$ cat src/rtl/wm_phase_countdown.sv
// wm_phase_countdown: per-phase countdown timer for the washing-machine
// controller. Latches the target of the current phase on every controller
// state change, counts it down (with pause), and returns a one-cycle
// phase_done pulse when the phase expires.
// Optional build macro: WM_PHASE_ELAPSED_EN adds the elapsed_cnt output.
module wm_phase_countdown #(
  parameter int unsigned COUNT_W = 29,
  parameter int unsigned STATE_W = 3
) (
  input  logic               clk,
  input  logic               rst,
  input  logic [STATE_W-1:0] state_in,
  input  logic [COUNT_W-1:0] filling_cnt,
  input  logic [COUNT_W-1:0] washing_cnt,
  input  logic [COUNT_W-1:0] rinsing_cnt,
  input  logic [COUNT_W-1:0] spinning_cnt,
  input  logic               pause,
  output logic               phase_done,
  output logic               busy,
  output logic [COUNT_W-1:0] remaining_cnt,
`ifdef WM_PHASE_ELAPSED_EN
  output logic [COUNT_W-1:0] elapsed_cnt,
`endif
  output logic               bad_state
);

  // Controller state codes as seen on state_in
  localparam logic [STATE_W-1:0] ST_IDLE  = STATE_W'(0);
  localparam logic [STATE_W-1:0] ST_FILL  = STATE_W'(1);
  localparam logic [STATE_W-1:0] ST_WASH  = STATE_W'(2);
  localparam logic [STATE_W-1:0] ST_RINSE = STATE_W'(3);
  localparam logic [STATE_W-1:0] ST_SPIN  = STATE_W'(4);

  typedef enum logic [1:0] {
    T_IDLE,
    T_RUN,
    T_PAUSE,
    T_DONE
  } fsm_t;

  fsm_t               fsm_q, fsm_d;
  logic [STATE_W-1:0] state_q, state_d;
  logic [COUNT_W-1:0] remaining_q, remaining_d;
  logic               phase_done_q, phase_done_d;
  logic               busy_q, busy_d;
  logic               bad_state_q, bad_state_d;
`ifdef WM_PHASE_ELAPSED_EN
  logic [COUNT_W-1:0] elapsed_q, elapsed_d;
`endif

  logic [COUNT_W-1:0] sel_cnt;
  logic               chg;

  // Target mux: pick the count belonging to the requested phase
  always_comb begin
    sel_cnt = '0;
    case (state_in)
      ST_FILL:  sel_cnt = filling_cnt;
      ST_WASH:  sel_cnt = washing_cnt;
      ST_RINSE: sel_cnt = rinsing_cnt;
      ST_SPIN:  sel_cnt = spinning_cnt;
      default:  sel_cnt = '0;
    endcase
  end

  assign chg     = (state_in != state_q);
  assign state_d = state_in;

  // Next-state and registered-output logic; a phase change overrides all
  always_comb begin
    fsm_d        = fsm_q;
    remaining_d  = remaining_q;
    phase_done_d = 1'b0;
    bad_state_d  = bad_state_q;
`ifdef WM_PHASE_ELAPSED_EN
    elapsed_d    = elapsed_q;
`endif
    if (chg) begin
`ifdef WM_PHASE_ELAPSED_EN
      elapsed_d = '0;
`endif
      if (state_in == ST_IDLE) begin
        fsm_d       = T_IDLE;
        remaining_d = '0;
      end else if (state_in > ST_SPIN) begin
        fsm_d       = T_IDLE;
        remaining_d = '0;
        bad_state_d = 1'b1;
      end else if (sel_cnt == '0) begin
        fsm_d        = T_DONE;
        remaining_d  = '0;
        phase_done_d = 1'b1;
      end else begin
        remaining_d = sel_cnt;
        fsm_d       = pause ? T_PAUSE : T_RUN;
      end
    end else begin
      case (fsm_q)
        T_RUN: begin
          if (pause) begin
            fsm_d = T_PAUSE;
          end else if (remaining_q == COUNT_W'(1)) begin
            remaining_d  = '0;
            fsm_d        = T_DONE;
            phase_done_d = 1'b1;
`ifdef WM_PHASE_ELAPSED_EN
            elapsed_d    = elapsed_q + COUNT_W'(1);
`endif
          end else if (remaining_q != '0) begin
            remaining_d = remaining_q - COUNT_W'(1);
`ifdef WM_PHASE_ELAPSED_EN
            elapsed_d   = elapsed_q + COUNT_W'(1);
`endif
          end
        end
        T_PAUSE: begin
          if (!pause) fsm_d = T_RUN;
        end
        default: begin
          remaining_d = '0;
        end
      endcase
    end
    busy_d = (fsm_d == T_RUN) || (fsm_d == T_PAUSE);
  end

  // State and output registers with asynchronous reset
  always_ff @(posedge clk or posedge rst) begin
    if (rst) begin
      fsm_q        <= T_IDLE;
      state_q      <= '0;
      remaining_q  <= '0;
      phase_done_q <= 1'b0;
      busy_q       <= 1'b0;
      bad_state_q  <= 1'b0;
`ifdef WM_PHASE_ELAPSED_EN
      elapsed_q    <= '0;
`endif
    end else begin
      fsm_q        <= fsm_d;
      state_q      <= state_d;
      remaining_q  <= remaining_d;
      phase_done_q <= phase_done_d;
      busy_q       <= busy_d;
      bad_state_q  <= bad_state_d;
`ifdef WM_PHASE_ELAPSED_EN
      elapsed_q    <= elapsed_d;
`endif
    end
  end

  assign phase_done    = phase_done_q;
  assign busy          = busy_q;
  assign remaining_cnt = remaining_q;
  assign bad_state     = bad_state_q;
`ifdef WM_PHASE_ELAPSED_EN
  assign elapsed_cnt   = elapsed_q;
`endif

endmodule
$ cat config.mk
export PLATFORM = sky130hd
export DESIGN_NAME = wm_phase_countdown
export DESIGN_NICKNAME = d
export VERILOG_FILES = /design/src/rtl/wm_phase_countdown.sv
export SDC_FILE = /design/constraint.sdc
export NUM_CORES = 1
export LEC_CHECK = 0
export BUFFER_PORTS_ARGS = -buffer_cell sky130_fd_sc_hd__clkbuf_2
export CORE_ASPECT_RATIO = 0.7
export CORE_MARGIN = 2
export CORE_UTILIZATION = 46
export CTS_BUF_LIST = sky130_fd_sc_hd__clkbuf_4 sky130_fd_sc_hd__clkbuf_8
export DETAILED_ROUTE_END_ITERATION = 10
export GPL_TIMING_DRIVEN = 0
export PLACE_DENSITY = 0.8
export SYNTH_ARGS = -nofsm -noshare
export SYNTH_HDL_FRONTEND = slang
export SYNTH_SLANG_ARGS = --single-unit
$ cat constraint.sdc
create_clock -name clk -period 2.4 [get_ports clk]
set_clock_uncertainty 0.1 [all_clocks]
set_input_delay 0.24 -clock clk [delete_from_list [all_inputs] [get_ports clk]]
set_output_delay 0.24 -clock clk [all_outputs]
set_load 0.01 [all_outputs]
==> impl_results.html <==
<table>
<tr><th>Metric</th><th>Value</th></tr>
<tr><th colspan="2">CTS</th></tr>
<tr><td>Clock tree root buffer cell</td><td>sky130_fd_sc_hd__clkbuf_8</td></tr>
<tr><td>CTS H-tree lvls</td><td>2</td></tr>
<tr><td>Number of buffers created by CTS</td><td>5</td></tr>
<tr><td>Maximum buffer depth of the clock tree</td><td>2</td></tr>
<tr><td>TritonCTS clock tree</td><td>yes</td></tr>
<tr><td>Clock latency on the worst-skew pair</td><td>0.30 ns</td></tr>
<tr><td>Worst-path clk slew</td><td>0.09 ns</td></tr>
<tr><td>Clock net sink count</td><td>37</td></tr>
<tr><th colspan="2">Drt</th></tr>
<tr><td>Vias per cell</td><td>6.78</td></tr>
<tr><td>Remaining antenna violation count after routing</td><td>0</td></tr>
<tr><td>DRT Wirelength</td><td>around 17 mm</td></tr>
<tr><td>Post-DR wirelength/cell</td><td>between 20 and 25 um</td></tr>
<tr><td>Residual DRC count</td><td>0</td></tr>
<tr><td>Via count</td><td>5192</td></tr>
<tr><td>Starting DRT DRC Count</td><td>559</td></tr>
<tr><td>Number of iterations in the first detailed-routing pass</td><td>7</td></tr>
<tr><th colspan="2">Place</th></tr>
<tr><td>Placed cell count</td><td>724</td></tr>
<tr><td>HPWL after DPL</td><td>12.0 mm</td></tr>
<tr><td>Area post-placement</td><td>0.00461 sq mm</td></tr>
<tr><td>Buffers on Ports</td><td>152</td></tr>
<tr><td>Final GP Congestion</td><td>0.969</td></tr>
<tr><th colspan="2">Timing</th></tr>
<tr><td>Share of the cycle needed by the critical path after routing</td><td>106%</td></tr>
<tr><td>Max-Slew Margin vs Limit</td><td>between 40% and 50%</td></tr>
<tr><td>Shortest period the worst path allows</td><td>2.55 ns</td></tr>
<tr><td>Final Setup Violations</td><td>29</td></tr>
<tr><td>Worst-case hold slack</td><td>-0.00973 ns</td></tr>
<tr><td>Peak clock frequency supported by timing</td><td>392 MHz</td></tr>
<tr><td>Crit path setup slack, layout</td><td>-0.152 ns</td></tr>
<tr><td>Transition time at the pin with the least slew margin</td><td>0.833 ns</td></tr>
<tr><td>Max Transition Viols Final</td><td>0</td></tr>
<tr><td>Setup TNS Final</td><td>-2.76 ns</td></tr>
<tr><td>Hold violation total from the final report</td><td>21</td></tr>
<tr><td>Setup repair after global routing missed its margin</td><td>true</td></tr>
<tr><th colspan="2">GRT</th></tr>
<tr><td>Gr usage total</td><td>35.2%</td></tr>
<tr><td>Initial antenna violation count</td><td>0</td></tr>
<tr><td>Wire length of the first global-routing pass</td><td>about 25 mm</td></tr>
<tr><td>Pin count of the biggest net entering global routing</td><td>38</td></tr>
<tr><td>Number of global-route vias before repair</td><td>4605</td></tr>
<tr><td>Total grt overflow</td><td>0</td></tr>
<tr><th colspan="2">Logic synthesis</th></tr>
<tr><td>Area share of the largest cell type after synthesis</td><td>25.0%</td></tr>
<tr><td>Top cells by area in the synthesized netlist</td><td>sky130_fd_sc_hd__dfrtp_1 (25%), sky130_fd_sc_hd__o21ai_0 (7.2%), sky130_fd_sc_hd__mux2i_1 (6.0%), sky130_fd_sc_hd__nor2_1 (5.5%), sky130_fd_sc_hd__nand3b_1 (4.7%)</td></tr>
<tr><td>Post-synth ARST share</td><td>100%</td></tr>
<tr><td>Mean instance size in the synthesized netlist</td><td>7.86 sq um</td></tr>
<tr><td>Number of warning messages in the yosys log</td><td>0</td></tr>
<tr><td>Sequential-to-total area share from yosys stat</td><td>25.0%</td></tr>
<tr><td>Predominant post-synthesis flop cell</td><td>sky130_fd_sc_hd__dfrtp_1</td></tr>
<tr><td>Synth cell types</td><td>65</td></tr>
<tr><td>Number of flops mapped to enable cells by yosys</td><td>0</td></tr>
<tr><td>Synthesis-stage register bit count</td><td>37</td></tr>
<tr><td>Synthesized instance count</td><td>471</td></tr>
<tr><td>Cell type with the highest aggregate area in the netlist</td><td>sky130_fd_sc_hd__dfrtp_1</td></tr>
<tr><td>Nets in the synthesized netlist</td><td>598</td></tr>
<tr><td>Mapped cell area</td><td>approximately 0.0037 sq mm</td></tr>
<tr><th colspan="2">Cells and area</th></tr>
<tr><td>Count of non-filler cells in the finished layout</td><td>766</td></tr>
<tr><td>Antenna fix cells</td><td>0</td></tr>
<tr><td>Share of cells above drive strength 1</td><td>a little under half</td></tr>
<tr><td>Final instance area</td><td>0.00542 sq mm</td></tr>
<tr><td>Net count of the finished layout</td><td>791</td></tr>
<tr><td>Synth-to-layout area growth</td><td>46.5%</td></tr>
<tr><th colspan="2">Power</th></tr>
<tr><td>Leakage component of the power</td><td>2.43 nW</td></tr>
<tr><td>Clock group share of total power</td><td>22.1%</td></tr>
<tr><td>Proportion of total power due to net switching</td><td>41.1%</td></tr>
<tr><td>Combinational share of power</td><td>44.4%</td></tr>
<tr><td>P_sw</td><td>0.973 mW</td></tr>
<tr><td>Sequential fraction of design power</td><td>33.5%</td></tr>
<tr><td>Total power after layout</td><td>2.36 mW</td></tr>
<tr><td>Areal power density over the cells</td><td>between 400 and 500 mW/mm^2</td></tr>
<tr><td>Internal portion of total power</td><td>1.39 mW</td></tr>
<tr><td>Worst IR drop on VDD</td><td>0.270 mV</td></tr>
<tr><th colspan="2">Die</th></tr>
<tr><td>Site Rows</td><td>27</td></tr>
<tr><td>Number of top-level pins</td><td>154</td></tr>
<tr><td>DIE WIDTH</td><td>111 um</td></tr>
<tr><td>Die height</td><td>79.0 um</td></tr>
<tr><td>Starting density of the core</td><td>47.2%</td></tr>
<tr><td>Area of the die</td><td>a little under 0.009 sq mm</td></tr>
<tr><td>Placeable Area</td><td>0.00784 sq mm</td></tr>
<tr><th colspan="2">Setup path</th></tr>
<tr><td>Launching instance or port of the critical path</td><td>remaining_cnt[5]</td></tr>
<tr><td>Worst R2R Start</td><td>remaining_cnt[5]</td></tr>
<tr><td>Critical path data arrival time</td><td>2.62 ns</td></tr>
<tr><td>R2R cell count</td><td>7</td></tr>
<tr><td>Startpoint types</td><td>register</td></tr>
<tr><td>Terminus of the critical flop-to-flop path</td><td>remaining_cnt[0]</td></tr>
<tr><td>Type of the setup path with the least slack</td><td>register to register</td></tr>
<tr><td>Register-to-register setup slack</td><td>-0.15 ns</td></tr>
<tr><td>Biggest fanout along the worst timing path</td><td>4</td></tr>
<tr><td>Required time at the worst-slack endpoint</td><td>2.47 ns</td></tr>
<tr><td>Critical path endpoint category</td><td>register</td></tr>
<tr><th colspan="2">Hold path</th></tr>
<tr><td>Hold Crit Class</td><td>input pin to asynchronous set/reset pin</td></tr>
<tr><th colspan="2">Status</th></tr>
<tr><td>Result of the run</td><td>finished, violations left</td></tr>
<tr><td>Violated checks</td><td>negative hold slack, negative setup slack</td></tr>
<tr><th colspan="2">Job</th></tr>
<tr><td>Count of maximum capacitance violations</td><td>0</td></tr>
</table>
## placed cells by master (no fill, tap or decap), types with 4 or more instances in the layout
cell	n
sky130_fd_sc_hd__clkbuf_2	157
sky130_fd_sc_hd__nor2_1	50
sky130_fd_sc_hd__buf_4	34
sky130_fd_sc_hd__a21oi_1	33
sky130_fd_sc_hd__o21ai_0	31
sky130_fd_sc_hd__dfrtp_1	30
sky130_fd_sc_hd__nand3b_1	23
sky130_fd_sc_hd__nand2_1	22
sky130_fd_sc_hd__mux2i_1	20
sky130_fd_sc_hd__o21ai_2	17
sky130_fd_sc_hd__nor3_1	15
sky130_fd_sc_hd__buf_6	14
sky130_fd_sc_hd__nand3_1	14
sky130_fd_sc_hd__o211ai_1	12
sky130_fd_sc_hd__a22oi_1	11
sky130_fd_sc_hd__inv_1	7
sky130_fd_sc_hd__o21ai_1	7
sky130_fd_sc_hd__nor2b_1	7
sky130_fd_sc_hd__clkbuf_8	7
sky130_fd_sc_hd__dfrtp_2	7
sky130_fd_sc_hd__nor4_4	6
sky130_fd_sc_hd__a32o_1	6
sky130_fd_sc_hd__or4_4	5
sky130_fd_sc_hd__nand4_1	5
sky130_fd_sc_hd__nor4_1	5
sky130_fd_sc_hd__nor2_2	4
sky130_fd_sc_hd__a31oi_1	4
sky130_fd_sc_hd__or2_2	4
sky130_fd_sc_hd__o22ai_1	4
sky130_fd_sc_hd__o311ai_1	4
sky130_fd_sc_hd__or3_1	4
sky130_fd_sc_hd__ha_1	4
## worst max-delay path, stage by stage (launching register included)
cell	delay (ns)
sky130_fd_sc_hd__dfrtp_1	0.48
sky130_fd_sc_hd__or4_4	0.55
sky130_fd_sc_hd__nor3_4	0.29
sky130_fd_sc_hd__nand2_4	0.11
sky130_fd_sc_hd__buf_12	0.14
sky130_fd_sc_hd__o31ai_4	0.36
sky130_fd_sc_hd__nor2_1	0.07
sky130_fd_sc_hd__a221o_1	0.31
## synth_stat cells (all sizes together) (4+ instances only)
master,count
mux2i,22
nor4,12
or2,5
nor3,17
nor2b,8
clkbuf,11
a32o,8
nand3b,23
dfrtp,37
o22ai,4
o211ai,12
buf,23
a31oi,4
mux2,4
or3,5
nand3,18
inv,8
nor4b,4
or4,8
nand4,5
nand2,24
nor2,54
a21oi,33
o21ai,56
o311ai,8
ha,5
a22oi,12
## flip-flops by register name, summed over array words and instances, names as in the netlist
name,count
bad_state,1
state_q,3
phase_done,1
remaining_cnt,29
fsm_q,2
busy,1
## cells by family after synthesis
group / share of synthesized area, %
fa+ha+maj: 1.69
compound gates: 29.3
flops: 25.0
xor+xnor: 0.710
mux: 7.27
simple gates: 29.9
buf+inv: 6.12
## per-stage QoR
step	setup WS, ns	utilization, %
finish	-0.152	69.2
global route	-0.186	69.2
CTS	-0.0339	63.5
detailed placement	-0.497	58.8
global placement	-0.460	58.8
floorplan	0.00128	-
## worst max path at each step
stage | to | cells after the start | slack (ns)
2_1_floorplan | remaining_cnt[8] | 8 | 0.001
3_3_place_gp | fsm_q[0] | 9 | -0.46
3_5_place_dp | fsm_q[1] | 9 | -0.50
4_1_cts | remaining_cnt[8] | 8 | -0.03
5_1_grt | remaining_cnt[2] | 8 | -0.19
6_report | remaining_cnt[0] | 7 | -0.15
## power groups by stage
stage	Clock, mW	Combinational (mW)	Sequential [mW]
finish	0.523	1.05	0.792
global route	0.540	1.11	0.800
CTS	0.513	0.892	0.781
detailed placement	0	0.811	0.782
global placement	0	0.793	0.778
floorplan	0	0.469	0.787
## cell type report
cell class / instances / area (sq um)
Clock inverter: 1 / 5.00
Fill cell: 629 / 2420
Multi-Input combinational cell: 392 / 2890
Timing Repair Buffer: 190 / 1100
Sequential cell: 37 / 935
Tap cell: 101 / 126
Inverter: 8 / 30.0
Clock buffer: 7 / 96.3
Buffer: 30 / 234
## what timing repair did
action / in CTS / in global routing
endpoints found under the hold margin: 1 / 0
setup endpoints to repair: 33 / 33
cloned: 1 / 4
setup buffers: 10 / 23
pin swaps: 7 / 44
gates resized for setup: 50 / 88
hold buffers: 1 / 0
## routing by layer
metal | up-vias | wire (um) | global-route usage (%)
met5 | - | 0 | 0
met4 | 0 | 524 | 8.77
met3 | 51 | 2290 | 6.64
met2 | 465 | 7380 | 55.9
met1 | 2468 | 6610 | 49.9
li1 | 2208 | - | -
(Power assumes the default switching activity.)
